===== src/rtl/mc_control.sv =====
// mc_control: multicycle control FSM for a lw/sw/R-type/beq/j core; addi is added when MC_CONTROL_ADDI_EN is defined.
// Latency: outputs decode combinationally from state (plus opcode/funct/zero/mem_ready qualifiers); 3-5 cycles per instruction.
// Backpressure: FETCH, MEMREAD and MEMWRITE hold until mem_ready; IR/PC strobes fire only in the completing cycle.
module mc_control (
    input  logic       clock,
    input  logic       reset_n,
    input  logic [5:0] opcode,
    input  logic [5:0] funct,
    input  logic       zero,
    input  logic       mem_ready,
    output logic       mem_read,
    output logic       mem_write,
    output logic       i_or_d,
    output logic       ir_write,
    output logic       pc_write,
    output logic       reg_write,
    output logic       reg_dst,
    output logic       mem_to_reg,
    output logic       alu_src_a,
    output logic [1:0] alu_src_b,
    output logic [1:0] pc_source,
    output logic [3:0] alu_control,
    output logic       illegal,
    output logic [3:0] state
);

    typedef enum logic [3:0] {
        S_FETCH    = 4'd0,
        S_DECODE   = 4'd1,
        S_MEMADDR  = 4'd2,
        S_MEMREAD  = 4'd3,
        S_MEMWB    = 4'd4,
        S_MEMWRITE = 4'd5,
        S_EXECUTE  = 4'd6,
        S_ALUWB    = 4'd7,
        S_BRANCH   = 4'd8,
        S_JUMP     = 4'd9,
        S_ADDIEX   = 4'd10,
        S_ADDIWB   = 4'd11
    } state_e;

    localparam logic [5:0] OP_RTYPE = 6'b000000;
    localparam logic [5:0] OP_LW    = 6'b100011;
    localparam logic [5:0] OP_SW    = 6'b101011;
    localparam logic [5:0] OP_BEQ   = 6'b000100;
    localparam logic [5:0] OP_J     = 6'b000010;
`ifdef MC_CONTROL_ADDI_EN
    localparam logic [5:0] OP_ADDI  = 6'b001000;
`endif

    localparam logic [5:0] FN_ADD = 6'b100000;
    localparam logic [5:0] FN_SUB = 6'b100010;
    localparam logic [5:0] FN_AND = 6'b100100;
    localparam logic [5:0] FN_OR  = 6'b100101;
    localparam logic [5:0] FN_SLT = 6'b101010;

    localparam logic [3:0] ALU_ADD = 4'b0010;
    localparam logic [3:0] ALU_SUB = 4'b0110;
    localparam logic [3:0] ALU_SLT = 4'b0111;
    localparam logic [3:0] ALU_AND = 4'b0000;
    localparam logic [3:0] ALU_OR  = 4'b0001;

    state_e     state_q, state_d;
    logic [5:0] opcode_q, opcode_d;
    // run_q keeps every output quiet until the first edge after reset release
    logic       run_q, run_d;

    always_ff @(posedge clock or negedge reset_n) begin
        if (!reset_n) begin
            state_q  <= S_FETCH;
            opcode_q <= 6'd0;
            run_q    <= 1'b0;
        end else begin
            state_q  <= state_d;
            opcode_q <= opcode_d;
            run_q    <= run_d;
        end
    end

    always_comb begin
        state_d     = state_q;
        opcode_d    = opcode_q;
        run_d       = 1'b1;
        mem_read    = 1'b0;
        mem_write   = 1'b0;
        i_or_d      = 1'b0;
        ir_write    = 1'b0;
        pc_write    = 1'b0;
        reg_write   = 1'b0;
        reg_dst     = 1'b0;
        mem_to_reg  = 1'b0;
        alu_src_a   = 1'b0;
        alu_src_b   = 2'b00;
        pc_source   = 2'b00;
        alu_control = 4'b0000;
        illegal     = 1'b0;

        if (!run_q) begin
            state_d = S_FETCH;
        end else begin
            case (state_q)
                S_FETCH: begin
                    mem_read    = 1'b1;
                    alu_src_b   = 2'b01;
                    alu_control = ALU_ADD;
                    ir_write    = mem_ready;
                    pc_write    = mem_ready;
                    if (mem_ready) begin
                        state_d = S_DECODE;
                    end
                end
                S_DECODE: begin
                    alu_src_b   = 2'b11;
                    alu_control = ALU_ADD;
                    opcode_d    = opcode;
                    case (opcode)
                        OP_LW, OP_SW: state_d = S_MEMADDR;
                        OP_RTYPE:     state_d = S_EXECUTE;
                        OP_BEQ:       state_d = S_BRANCH;
                        OP_J:         state_d = S_JUMP;
`ifdef MC_CONTROL_ADDI_EN
                        OP_ADDI:      state_d = S_ADDIEX;
`endif
                        default: begin
                            illegal = 1'b1;
                            state_d = S_FETCH;
                        end
                    endcase
                end
                S_MEMADDR: begin
                    alu_src_a   = 1'b1;
                    alu_src_b   = 2'b10;
                    alu_control = ALU_ADD;
                    // direction comes from the opcode captured in DECODE, not the live bus
                    state_d     = (opcode_q == OP_SW) ? S_MEMWRITE : S_MEMREAD;
                end
                S_MEMREAD: begin
                    mem_read = 1'b1;
                    i_or_d   = 1'b1;
                    if (mem_ready) begin
                        state_d = S_MEMWB;
                    end
                end
                S_MEMWB: begin
                    reg_write  = 1'b1;
                    mem_to_reg = 1'b1;
                    state_d    = S_FETCH;
                end
                S_MEMWRITE: begin
                    mem_write = 1'b1;
                    i_or_d    = 1'b1;
                    if (mem_ready) begin
                        state_d = S_FETCH;
                    end
                end
                S_EXECUTE: begin
                    alu_src_a = 1'b1;
                    state_d   = S_ALUWB;
                    case (funct)
                        FN_ADD: alu_control = ALU_ADD;
                        FN_SUB: alu_control = ALU_SUB;
                        FN_AND: alu_control = ALU_AND;
                        FN_OR:  alu_control = ALU_OR;
                        FN_SLT: alu_control = ALU_SLT;
                        default: begin
                            alu_control = ALU_ADD;
                            illegal     = 1'b1;
                            state_d     = S_FETCH;
                        end
                    endcase
                end
                S_ALUWB: begin
                    reg_write = 1'b1;
                    reg_dst   = 1'b1;
                    state_d   = S_FETCH;
                end
                S_BRANCH: begin
                    alu_src_a   = 1'b1;
                    alu_control = ALU_SUB;
                    pc_source   = 2'b01;
                    pc_write    = zero;
                    state_d     = S_FETCH;
                end
                S_JUMP: begin
                    pc_source = 2'b10;
                    pc_write  = 1'b1;
                    state_d   = S_FETCH;
                end
`ifdef MC_CONTROL_ADDI_EN
                S_ADDIEX: begin
                    alu_src_a   = 1'b1;
                    alu_src_b   = 2'b10;
                    alu_control = ALU_ADD;
                    state_d     = S_ADDIWB;
                end
                S_ADDIWB: begin
                    reg_write = 1'b1;
                    state_d   = S_FETCH;
                end
`endif
                default: begin
                    state_d = S_FETCH;
                end
            endcase
        end
    end

    assign state = state_q;

endmodule

===== config.mk =====
export PLATFORM = sky130hd
export DESIGN_NAME = mc_control
export DESIGN_NICKNAME = d
export VERILOG_FILES = /design/src/rtl/mc_control.sv
export SDC_FILE = /design/constraint.sdc
export NUM_CORES = 1
export LEC_CHECK = 0
export CAP_MARGIN = 20
export CORE_UTILIZATION = 37
export CTS_CLUSTER_DIAMETER = 80
export DETAILED_ROUTE_END_ITERATION = 10
export PLACE_DENSITY = 0.74
export SLEW_MARGIN = 0
export SYNTH_ARGS = -nofsm -noshare
export SYNTH_HDL_FRONTEND = slang
export SYNTH_SLANG_ARGS = --single-unit

===== constraint.sdc =====
create_clock -name clock -period 1.5 [get_ports clock]
set_input_delay 0.3 -clock clock [delete_from_list [all_inputs] [get_ports clock]]
set_output_delay 0.3 -clock clock [all_outputs]
set_load 0.01 [all_outputs]

# Word-level counts from Yosys, hierarchy flattened
# Cells that the tools add are included.
# Widths: inputs -> output; s select.
# word_totals
memories,0
ff_bits,11
elab_cells,74
inputBits,16
romBits,0
ramBits,0
latch_bits,0
# op_classes
bitwise_logic,0
n_mul,0
order_cmp,0
mux,37
div_mod_pow,0
n_reduce_logical,12
shifts,0
n_eq_ne,22
addsub,0
# op_table
operator,count
$eq 6x6->1 const B,8
$pmux 4 s6,1
$mux 1,20
$eq 4x3->1 const B,4
$mux 4,4
$pmux 4 s4,1
$pmux 3 s4,1
$reduce_or 5->1,2
$mux 3,3
$ne 3x3->1 const B,3
$pmux 3 s3,1
$eq 4x2->1 const B,2
$eq 4x4->1 const B,2
$reduce_or 2->1,4
$eq 6x2->1 const B,1
$eq 6x3->1 const B,1
$logic_not 6->1,1
$pmux 2 s3,1
$reduce_or 3->1,2
$eq 4x1->1 const B,1
$logic_not 4->1,1
$mux 2,2
$pmux 2 s2,1
$pmux 1 s3,1
other kinds (3),3

# Longest topological paths before layout
# depth
depth_word,5
depth_mapped,5

# Worst setup path before layout
# Ideal clock, no wire load.
# synth_path
path_kind,register to output
startpoint,reg state_q[3] (netlist: state[3])
endpoint,out illegal
t_arrival_ns,1.537
t_required_ns,1.200
path_buffers,1
path_stages_with_launch,5
setup_slack_ns,-0.337
path_cell_list,dfrtp_1 -> clkbuf_1 -> nor2_1 -> nand3_1 -> o31ai_1
# synth_between
elab_chain_len,3
word_cells_on_any_way,4
cone_classes,eq/ne: 2; mux: 2
# synth_lines
element,line,source
start: declaration,63,"state_e state_q, state_d;"
start signal: assignment,74,state_q <= state_d;
$eq 4x3->1 or $eq 4x1->1 (tied branches),101,case (state_q)
$pmux 1 s2 *,101,
$mux 1 *,98,if (!run_q) begin
end: declaration,23,"output logic illegal,"
# Every way passes the cells marked *; elsewhere a longest branch is shown, timed or not.

# Worst setup path after layout
# layout_path
startpoint,reg state_q[3] (netlist: state[3])
endpoint,out ir_write
# layout_between
elab_chain_len,3
# layout_lines
element,line,source
$logic_not 4->1,101,
$mux 1,101,
$mux 1,98,
end: declaration,14,"output logic ir_write,"
# Every way passes these cells.

==> out/qor.yml <==
cp-end-kind: "primary output"
drv_cap: 0
antenna_left: 0
drtPass1Iterations: 4
start_util: 0.396
area_growth_pct: 123
io_buffers: 36
ys_top_cells_by_area: "dfrtp_1 31%, mux2_2 8.9%, nor2_1 5.5%"
synth-main-ff-cell: "dfrtp_1"
cp_top_family: "simple AND/OR/NAND/NOR gates"
cpPeakStageDelay_ns: 0.44
layout_setup_ws_ns: -0.412
synth.distinct_cells: 44
worstPathMaxFanout: 5
avgSynthCellArea_um2: 8.42
fmax_ghz: 0.523
final_max_slew_viol_count: 0
synth.most_common_cell: "nor2_1"
relSlewSlack: 0.657
nNetsFinal: 214
hold_buffers: 0
die_height_um: 50.9
grt-ovfl-total: 0
setup_viol: 21
period_minus_slack_ns: 1.91
antenna_cells: 0
path_class: "flip-flop to primary output"
violations: "negative setup slack"
grt_pass1_vias: 1296
dp_slack_ns: -1.03
drc_errors: 0
syn_area_um2: 885
min_path_type: "primary input to async pin"
synth_common_cells: "13 x nor2_1, 11 x dfrtp_1, 7 x mux2_2"
die_w_um: 50.9
finClkSkew_ns: 0.00774
critPathArrivalTime_ns: 1.61
numCtsBuffers: 3
drt_iter0_markers: 46
ios: 38
rsz0062_at_grt: "yes"
wirelength_um: 4580
cts_tree: "yes"
required_ns: 1.20
synth-edff-count: 0
ir_worst_vdd_v: 0.000766
place.gp.congestion: 0.840
synth_top_area_share: 0.311
drive_gt1_frac: 0.675
fin_crit_sh: 1.27
synth_top_area_cell: "dfrtp_1"
grt_start_max_net_pins: 12
die_area_um2: 2590
synthArstFlopShare: 1.00
yosysSeqAreaShare: 0.311
synth_fp_nets: 121
netlist_instances: 105
timing.final.hold_violations: 0
power_density_nw_per_um2: 451
core_area_um2: 2230
crit_buf_inv: 2
clkSinkCount: 11
slowest_stage: "dfrtp_2"
root_buffer: "clkbuf_4"
avgRoutedWirePerCell_um: 20.3
ys_seq_elements: 11
clock_latency_ns: 0.28
clk_pin_slew_ns: 0.08
status: "finished, violations left"
ctsHtreeMaxLevel: 1
n_fill_cell: 104
dpl.hpwl_um: 2360
path_cells: "buf_4, or3b_4, nor3_2, buf_2"
power.leakage_nw: 0.914
grt_usage: 0.307
crit_path_start_kind: "flip-flop"
vias_per_cell: 5.76
cts_buffer_depth: 2
antenna_found_initial: 0
tightest_slew_ns: 0.513
routed-via-count: 1297
rows: 17
grt_pass1_wl_um: 5830
post-layout-total-power_uw: 888
ys_warn_count: 0
cell usage in the layout (no fill, tap or decap), drive strengths merged, types with 2 or more instances in the layout:
cell           instances
buf                   80
nor2                  13
dfrtp                 11
clkdlybuf4s50          8
mux2                   7
dlygate4sd2            5
nand2                  5
nand3                  5
nand2b                 5
nor2b                  5
nor3                   4
o21ai                  4
and3                   3
clkbuf                 3
inv                    3
a32oi                  2
and2                   2
or4                    2
or3                    2
conb                   2
xnor2                  2
a31o                   2
kinds of logic after synthesis:
logic type | share of synthesized area
xor+xnor | 0.0198
buf+inv | 0.0438
flops | 0.311
simple gates | 0.314
fa+ha+maj | 0.0113
compound gates | 0.191
mux | 0.100
other cells | 0.00849
layout make-up:
type	instances	area [um2]	area share
Clock buffer	3	22.5	0.0114
Clock inverter	1	5.00	0.00254
Tap cell	28	35.0	0.0178
Sequential cell	11	279	0.141
Inverter	3	13.8	0.00698
Timing Repair Buffer	94	807	0.409
Multi-Input combinational cell	85	810	0.411
metal layers:
layer  routed length, um  part of all wire  GRT usage  up-vias
li1                    -                 -          -      566
met1                1740              0.38      0.314      628
met2                2320              0.51      0.607       75
met3                 260             0.057     0.0179       28
met4                 256             0.056      0.176        0
met5                   0                 0          0        -
stage by stage:
stage	instance area (um2)	cells	TNS [ns]	hold WS, ns	util
global route	1970	225	-6.75	0.396	0.883
CTS	1880	222	-4.92	0.368	0.841
detailed placement	1570	198	-9.74	0.487	0.701
global placement	1570	198	-9.03	0.480	0.701
finish	1970	225	-5.87	0.349	0.883
floorplan	958	105	-0.112	0.00441	-
where the power goes:
part	internal [mW]	total [mW]	switching, mW
registers	0.337	0.362	0.0246
clock network	0.0992	0.216	0.116
logic	0.167	0.311	0.144
flip-flops by register name, summed over array words and instances (netlist names):
register,flops
state,4
opcode_q,6
run_q,1
path summary, 6_finish.rpt:
kind                              from           to  slack (ns)  depth (start not counted)
min in group clock           opcode[0]  opcode_q[0]        0.39                          3
max                           state[3]     ir_write       -0.41                          4
min                            reset_n        run_q        0.35                          1
max in group asynchronous      reset_n     state[3]        0.77                          1
max reg2reg                   state[0]     state[1]       -0.12                          7
min reg2reg                opcode_q[0]  opcode_q[0]        0.51                          1
repair_timing:
item | in CTS | in global routing
resized for setup | 157 | 18
hold endpoints to repair | 0 | 0
setup buffers | 20 | 7
pin swaps | 23 | 10
setup endpoints to repair | 24 | 27
No activity file was read; power rests on OpenSTA's default activity.
